## config.mk

```make
export PLATFORM = sky130hd
export DESIGN_NAME = irq_request_reg
export DESIGN_NICKNAME = d
export VERILOG_FILES = /design/src/rtl/pic_pkg.sv /design/src/rtl/ir_sync.sv /design/src/rtl/irq_request_reg.sv
export SDC_FILE = /design/constraint.sdc
export NUM_CORES = 1
export LEC_CHECK = 0
export CELL_PAD_IN_SITES_DETAIL_PLACEMENT = 1
export CELL_PAD_IN_SITES_GLOBAL_PLACEMENT = 1
export CORE_MARGIN = 8
export CORE_UTILIZATION = 51
export CTS_BUF_LIST = sky130_fd_sc_hd__clkbuf_8 sky130_fd_sc_hd__clkbuf_16
export DETAILED_ROUTE_END_ITERATION = 16
export DONT_BUFFER_PORTS = 1
export PLACE_DENSITY_LB_ADDON = 0.1
export SYNTH_ARGS = -nofsm -noshare
export SYNTH_HDL_FRONTEND = slang
export SYNTH_SLANG_ARGS = --single-unit
```

## constraint.sdc

```tcl
create_clock -name clk -period 3.35 [get_ports clk]
set_clock_uncertainty 0.1 [all_clocks]
set_input_delay 0.67 -clock clk [delete_from_list [all_inputs] [get_ports clk]]
set_output_delay 0.67 -clock clk [all_outputs]
set_load 0.02 [all_outputs]
```

## src/rtl/pic_pkg.sv

```systemverilog
// Shared definitions for the PIC core: default sizing, trigger-mode
// encoding and the fixed-priority encoder used by request and in-service logic.
package pic_pkg;

    localparam int NUM_IR_DEF      = 8;
    localparam int SYNC_STAGES_DEF = 2;
    localparam int MAX_IR          = 32;

    localparam logic TRIG_EDGE  = 1'b0;
    localparam logic TRIG_LEVEL = 1'b1;

    // Width of a channel index; at least one bit even for a single channel.
    function automatic int id_width(input int n);
        return (n > 1) ? $clog2(n) : 1;
    endfunction

    // Fixed priority, bit 0 highest: index of the lowest set bit, 0 if none.
    function automatic logic [4:0] prio_enc(input logic [MAX_IR-1:0] v);
        logic [4:0] idx;
        idx = '0;
        for (int i = MAX_IR - 1; i >= 0; i--) begin
            if (v[i]) idx = 5'(i);
        end
        return idx;
    endfunction

endpackage

```

## src/rtl/ir_sync.sv

```systemverilog
// Single-bit multi-flop synchroniser for one asynchronous IR pin.
module ir_sync #(
    parameter int STAGES = 2
) (
    input  logic clk,
    input  logic reset_n,
    input  logic d,
    output logic q
);

    logic [STAGES-1:0] ff;

    // Shift the raw pin through the chain; only the last stage is used.
    always_ff @(posedge clk or negedge reset_n) begin
        if (!reset_n) ff <= '0;
        else          ff <= {ff[STAGES-2:0], d};
    end

    assign q = ff[STAGES-1];

endmodule

```

## src/rtl/irq_request_reg.sv

```systemverilog
// Interrupt request register: synchronises IR pins, latches edge/level
// requests per channel, holds them during acknowledge (freeze) and presents
// the highest-priority unmasked pending request.
module irq_request_reg
    import pic_pkg::*;
#(
    parameter int NUM_IR      = NUM_IR_DEF,
    parameter int SYNC_STAGES = SYNC_STAGES_DEF,
    parameter int IDW         = id_width(NUM_IR)
) (
    input  logic              clk,
    input  logic              reset_n,
    input  logic [NUM_IR-1:0] ir_in,
    input  logic [NUM_IR-1:0] ltim,
    input  logic [NUM_IR-1:0] imr,
    input  logic              freeze,
    input  logic              ack_valid,
    input  logic [IDW-1:0]    ack_id,
    output logic [NUM_IR-1:0] irr,
    output logic              int_req,
    output logic [IDW-1:0]    int_id
);

    logic [NUM_IR-1:0] s;
    logic [NUM_IR-1:0] prev;
    logic [NUM_IR-1:0] pend;
    logic [NUM_IR-1:0] rise;
    logic [NUM_IR-1:0] ack_vec;
    logic [NUM_IR-1:0] irr_next;
    logic [NUM_IR-1:0] pend_next;
    logic [NUM_IR-1:0] v;

    for (genvar g = 0; g < NUM_IR; g++) begin : g_sync
        ir_sync #(.STAGES(SYNC_STAGES)) u_sync (
            .clk     (clk),
            .reset_n (reset_n),
            .d       (ir_in[g]),
            .q       (s[g])
        );
    end

    assign rise = s & ~prev;
    assign v    = irr & ~imr;

    // One-hot acknowledge; ids beyond the last channel decode to nothing.
    always_comb begin
        ack_vec = '0;
        for (int i = 0; i < NUM_IR; i++) begin
            ack_vec[i] = ack_valid && (int'(ack_id) == i);
        end
    end

    // Per-channel request update; freeze defers sets and withdrawals but not acks.
    always_comb begin
        irr_next  = irr;
        pend_next = pend;
        for (int i = 0; i < NUM_IR; i++) begin
            if (freeze) begin
                if (rise[i])    pend_next[i] = 1'b1;
                if (ack_vec[i]) irr_next[i]  = 1'b0;
            end else begin
                pend_next[i] = 1'b0;
                if (ltim[i] == TRIG_EDGE) begin
                    // A new edge beats a same-cycle ack so the request is not lost.
                    if (rise[i] || (pend[i] && s[i])) irr_next[i] = 1'b1;
                    else if (!s[i] || ack_vec[i])     irr_next[i] = 1'b0;
                end else begin
                    irr_next[i] = s[i] & ~ack_vec[i];
                end
            end
        end
    end

    // Edge history, pending-edge latch and request register.
    always_ff @(posedge clk or negedge reset_n) begin
        if (!reset_n) begin
            prev <= '0;
            pend <= '0;
            irr  <= '0;
        end else begin
            prev <= s;
            pend <= pend_next;
            irr  <= irr_next;
        end
    end

    // Registered priority result presented to the control logic.
    always_ff @(posedge clk or negedge reset_n) begin
        if (!reset_n) begin
            int_req <= 1'b0;
            int_id  <= '0;
        end else begin
            int_req <= |v;
            int_id  <= IDW'(prio_enc(MAX_IR'(v)));
        end
    end

endmodule

```

## After elaboration in Yosys (flattened, before gate mapping)

Cells that the tools add are included.

| storage, ports and cells | value |
|---|---|
| flip-flop bits (word level) | 44 |
| bits of input ports | 31 |

| cells by class | value |
|---|---|
| equal/unequal tests | 23 |
| muxes and demuxes | 64 |
| bitwise operators | 20 |
| reduce and logical (&&, ||, !) cells | 58 |

Operator list:

| kind | number |
|---|---|
| $mux 1 | 56 |
| $ne 2x1->1 const B | 16 |
| $reduce_bool 4->1 | 8 |
| $mux 3 | 8 |
| $and 8x8->8 | 2 |
| $logic_and 1x1->1 | 16 |
| $logic_or 1x1->1 | 16 |
| $not 8->8 | 2 |
| $reduce_and 2->1 | 8 |
| $eq 3x3->1 const B | 4 |
| $and 1x1->1 | 8 |
| $logic_not 1->1 | 8 |
| $not 1->1 | 8 |
| $reduce_or 8->1 | 1 |
| $eq 3x2->1 const B | 2 |
| $eq 3x1->1 const B | 1 |
| $logic_not 3->1 | 1 |

## Depth between registers and ports, before layout

| depth | value |
|---|---|
| word-level depth | 10 |
| depth in mapped cells | 5 |
| mapped depth without buffers | 4 |

## Cells and area by module

A second synthesis with hierarchy kept.

| unflattened totals | value |
|---|---|
| cells, all modules | 145 |
| area total of the unflattened synthesis | 1709.1 um2 |

Modules (own cells, without submodules):

| module | instances | cells each | area each (um2) | sequential area each (um2) |
|---|---|---|---|---|
| irq_request_reg | 1 | 129 | 1308.8 | 700.7 |
| ir_sync | 8 | 2 | 50.0 | 50.0 |

## Worst setup path before layout

OpenSTA, ideal clock, no wires.

| timing path | value |
|---|---|
| path kind | in2reg |
| start | input ack_id[2] |
| end | register irr[1] |
| library setup time | 127 ps |
| arrival time | 1217 ps |
| required time | 3123 ps |
| setup slack | 1907 ps |
| cell stages on the path | 4 |
| path buffers | 0 |
| cell sequence | and4bb_1 nand2b_4 a21oi_2 a21boi_1 |

| on the way | value |
|---|---|
| cells in the longest elaborated chain, start to end | 6 |
| elaborated cells between the ends (all ways) | 10 |
| those cells by class | eq/ne: 2; mux: 2; bitwise: 2; reduce/logical: 4 |

Ends and longest elaborated chain:

| element | line | text |
|---|---|---|
| start: declaration | irq_request_reg.sv:18 | `input logic [IDW-1:0] ack_id,` |
| $eq 3x2->1 * | irq_request_reg.sv:49 | `ack_vec[i] = ack_valid && (int'(ack_id) == i);` |
| $logic_and 1x1->1 * | irq_request_reg.sv:49 |  |
| $not 1->1 | irq_request_reg.sv:68 | `irr_next[i] = s[i] & ~ack_vec[i];` |
| $and 1x1->1 | irq_request_reg.sv:68 |  |
| $mux 1 | irq_request_reg.sv:63 | `if (ltim[i] == TRIG_EDGE) begin` |
| $mux 1 | irq_request_reg.sv:58 | `if (freeze) begin` |
| end signal: assignment | irq_request_reg.sv:83 | `irr <= irr_next;` |
| end: declaration | irq_request_reg.sv:19 | `output logic [NUM_IR-1:0] irr,` |

Mark *: on every way between the ends. The rest lies on a longest branch, timed or not.
A chain may end at the register's enable or synchronous reset.

## Worst setup path after layout

| timing path | value |
|---|---|
| start | register irr[4] |
| end | output irr[4] |

No word-level cell between the ends.

==> results.toml <==
[clock_network]
cts.clk_slew.worst_paths_ns = 0.08
cts_max_level = 2
cts_resized = 0
insertion_delay_ns = 0.30
post_cts_buffers = 0
cts_tree = "built"
cts-root-buf = "clkbuf_8"
max-clock-path-buffers = 2
postCtsHoldBufs = 1
numCtsBuffers = 5
cts.sinks = 44

[setup_path]
reg2reg_to = "int_id[1]"
r2r_start = "irr[6]"
startpoint_type = "flop"
rrSetupSlack_ns = 1.88
path_class = "flop to output pin"
end_kind = "output pin"
worstPathMaxFanout = 3
cp_data_required_time_ns = 2.58
arrival_ns = 0.83
worst-r2r-cell-count = 4

[detailed_routing]
drtAntennaViolNets = 0
drtIter0Drc = 45
vias_per_cell = 5.65
num_vias = 1080
wl_per_cell_um = 18.9
totalWireLength_um = 3620
drc_errors = 0
drt-pass1-iter-count = 3

[global_route]
grt_pass1_wl_um = 5970
grt_overflow = 0
grt_pass1_vias = 1208
antenna_found_initial = 0
grt_max_degree = 45
grt_usage_pct = 15.3

[final_layout]
final_cell_mix = "dfrtp_1, nor2b_1, nor2_1"
final_layout_size_suffix_gt1_share_pct = 8.97
final_cell_count_no_fill = 191
layout_commonest_cell = "dfrtp_1"
n_antenna_cell = 0
fin_nets = 175
syn_to_final_growth_pct = 10.4

[yosys]
syn_inst = 138
yosysSeqAreaShare_pct = 65.2
ys_seq_elements = 44
ys_types = 29
synth_area_um2 = 1690
ys_warn_count = 0
syn_nets = 169
syn_area_per_cell_um2 = 12.2

[power]
peakVddDrop_mv = 0.302
leakagePower_nw = 0.832
power_density_nw_per_um2 = 600

[placed_design]
port-buffer-count = 0
hpwl_um = 2660
pre_cts_ws_ns = 1.81
dp.cells = 182
place_congestion = 0.737

[sta]
post-route-period-util_pct = 47.8
hold_viol = 0
max_freq_ghz = 0.624
setup_violations = 0
slew_violations = 0
tightest_slew_ns = 0.385
setup_tns_ns = 0
max_slew_margin_pct = 74.3
setup_slack_ns = 1.75
rsz0062_at_grt = "no"
holdWs_ns = 0.105
period_minus_slack_ns = 1.60

[floorplan]
start_util_pct = 51.8
die-area_um2 = 5410
die_h_um = 73.6
io_pins = 43
placementRows = 21
fp.coreArea_um2 = 3260
die_w_um = 73.6

[run]
cap_violations = 0

[status]
status = "finished, final reports clean"

[min_path]
hold_path_class = "input pin to async pin"
==> sequential cells by signal, indices dropped and copies added, names as in the netlist <==
| signal | count |
|---|---|
| g_sync.u_sync.ff | 16 |
| int_id | 3 |
| int_req | 1 |
| irr | 8 |
| pend | 8 |
| prev | 8 |
==> worst max-delay path by stage <==
stage | start | endpoint | depth (start not counted)
global route | irr[1] | irr[1] | 0
global placement | freeze | irr[2] | 3
detailed placement | imr[7] | int_id[1] | 4
CTS | irr[1] | irr[1] | 0
floorplan | ack_id[2] | irr[1] | 4
finish | irr[4] | irr[4] | 0
==> metal layers <==
| layer | track usage [%] | up-vias | part of all wire [%] |
|---|---|---|---|
| met5 | 0 | - | 0 |
| met4 | 8.43 | 0 | 2.9 |
| met3 | 7.91 | 10 | 9.3 |
| met2 | 23.1 | 37 | 49 |
| li1 | - | 494 | - |
| met1 | 16.8 | 539 | 39 |
==> through the flow <==
stage / area [um2] / total power, mW / utilization (%)
final: 1860 / 1.12 / 57.2
after global routing: 1860 / 1.17 / 57.2
after detailed placement: 1740 / 0.727 / 53.3
after global placement: 1740 / 0.719 / 53.3
after floorplan: 1690 / 0.703 / -
after CTS: 1860 / 1.13 / 57.2
==> report_power, final <==
part / switching [mW] / total, mW / internal (mW)
clock: 0.174 / 0.392 / 0.218
combinational: 0.0498 / 0.0932 / 0.0434
sequential: 0.0595 / 0.633 / 0.574
==> synthesized netlist by cell type <==
library cell,n,area share (%)
dfrtp_1,44,65
nor2_1,11,2.4
nor2b_1,11,4.1
inv_1,8,1.8
nand2_1,8,1.8
a21oi_1,6,1.8
nand2b_1,6,2.2
o21ai_0,5,1.5
o211ai_1,4,1.8
o21a_1,4,1.8
nand4b_1,3,1.6
o311a_1,3,1.8
o31ai_1,3,1.3
a21oi_2,2,1.0
and4bb_1,2,1.5
buf_2,2,0.59
nand2b_4,2,1.6
nor3_1,2,0.59
o32ai_1,2,1.0
a211oi_1,1,0.44
a21boi_1,1,0.44
a21o_1,1,0.44
a311oi_1,1,0.52
and4bb_2,1,0.74
nand3_1,1,0.30
nand4_1,1,0.37
nor4b_1,1,0.52
o2bb2ai_1,1,0.52
or2_0,1,0.37
==> area by class of cell <==
cell class,instances,area (um2)
fillers,355,1390
clock buffers,5,68.8
inverters,8,30.0
clock inverters,3,38.8
repair buffers,1,20.0
flip-flops and latches,44,1100
well taps,46,57.6
multi-input cells,84,548
==> cell families after synthesis <==
kind of cell           after synthesis  synth area share [%]
and+or+nand+nor                     50                  18.1
DFF                                 44                  65.2
AOI/OAI and AO/OA                   34                  14.4
buffers and inverters               10                  2.37
(Power assumes the default switching activity.)
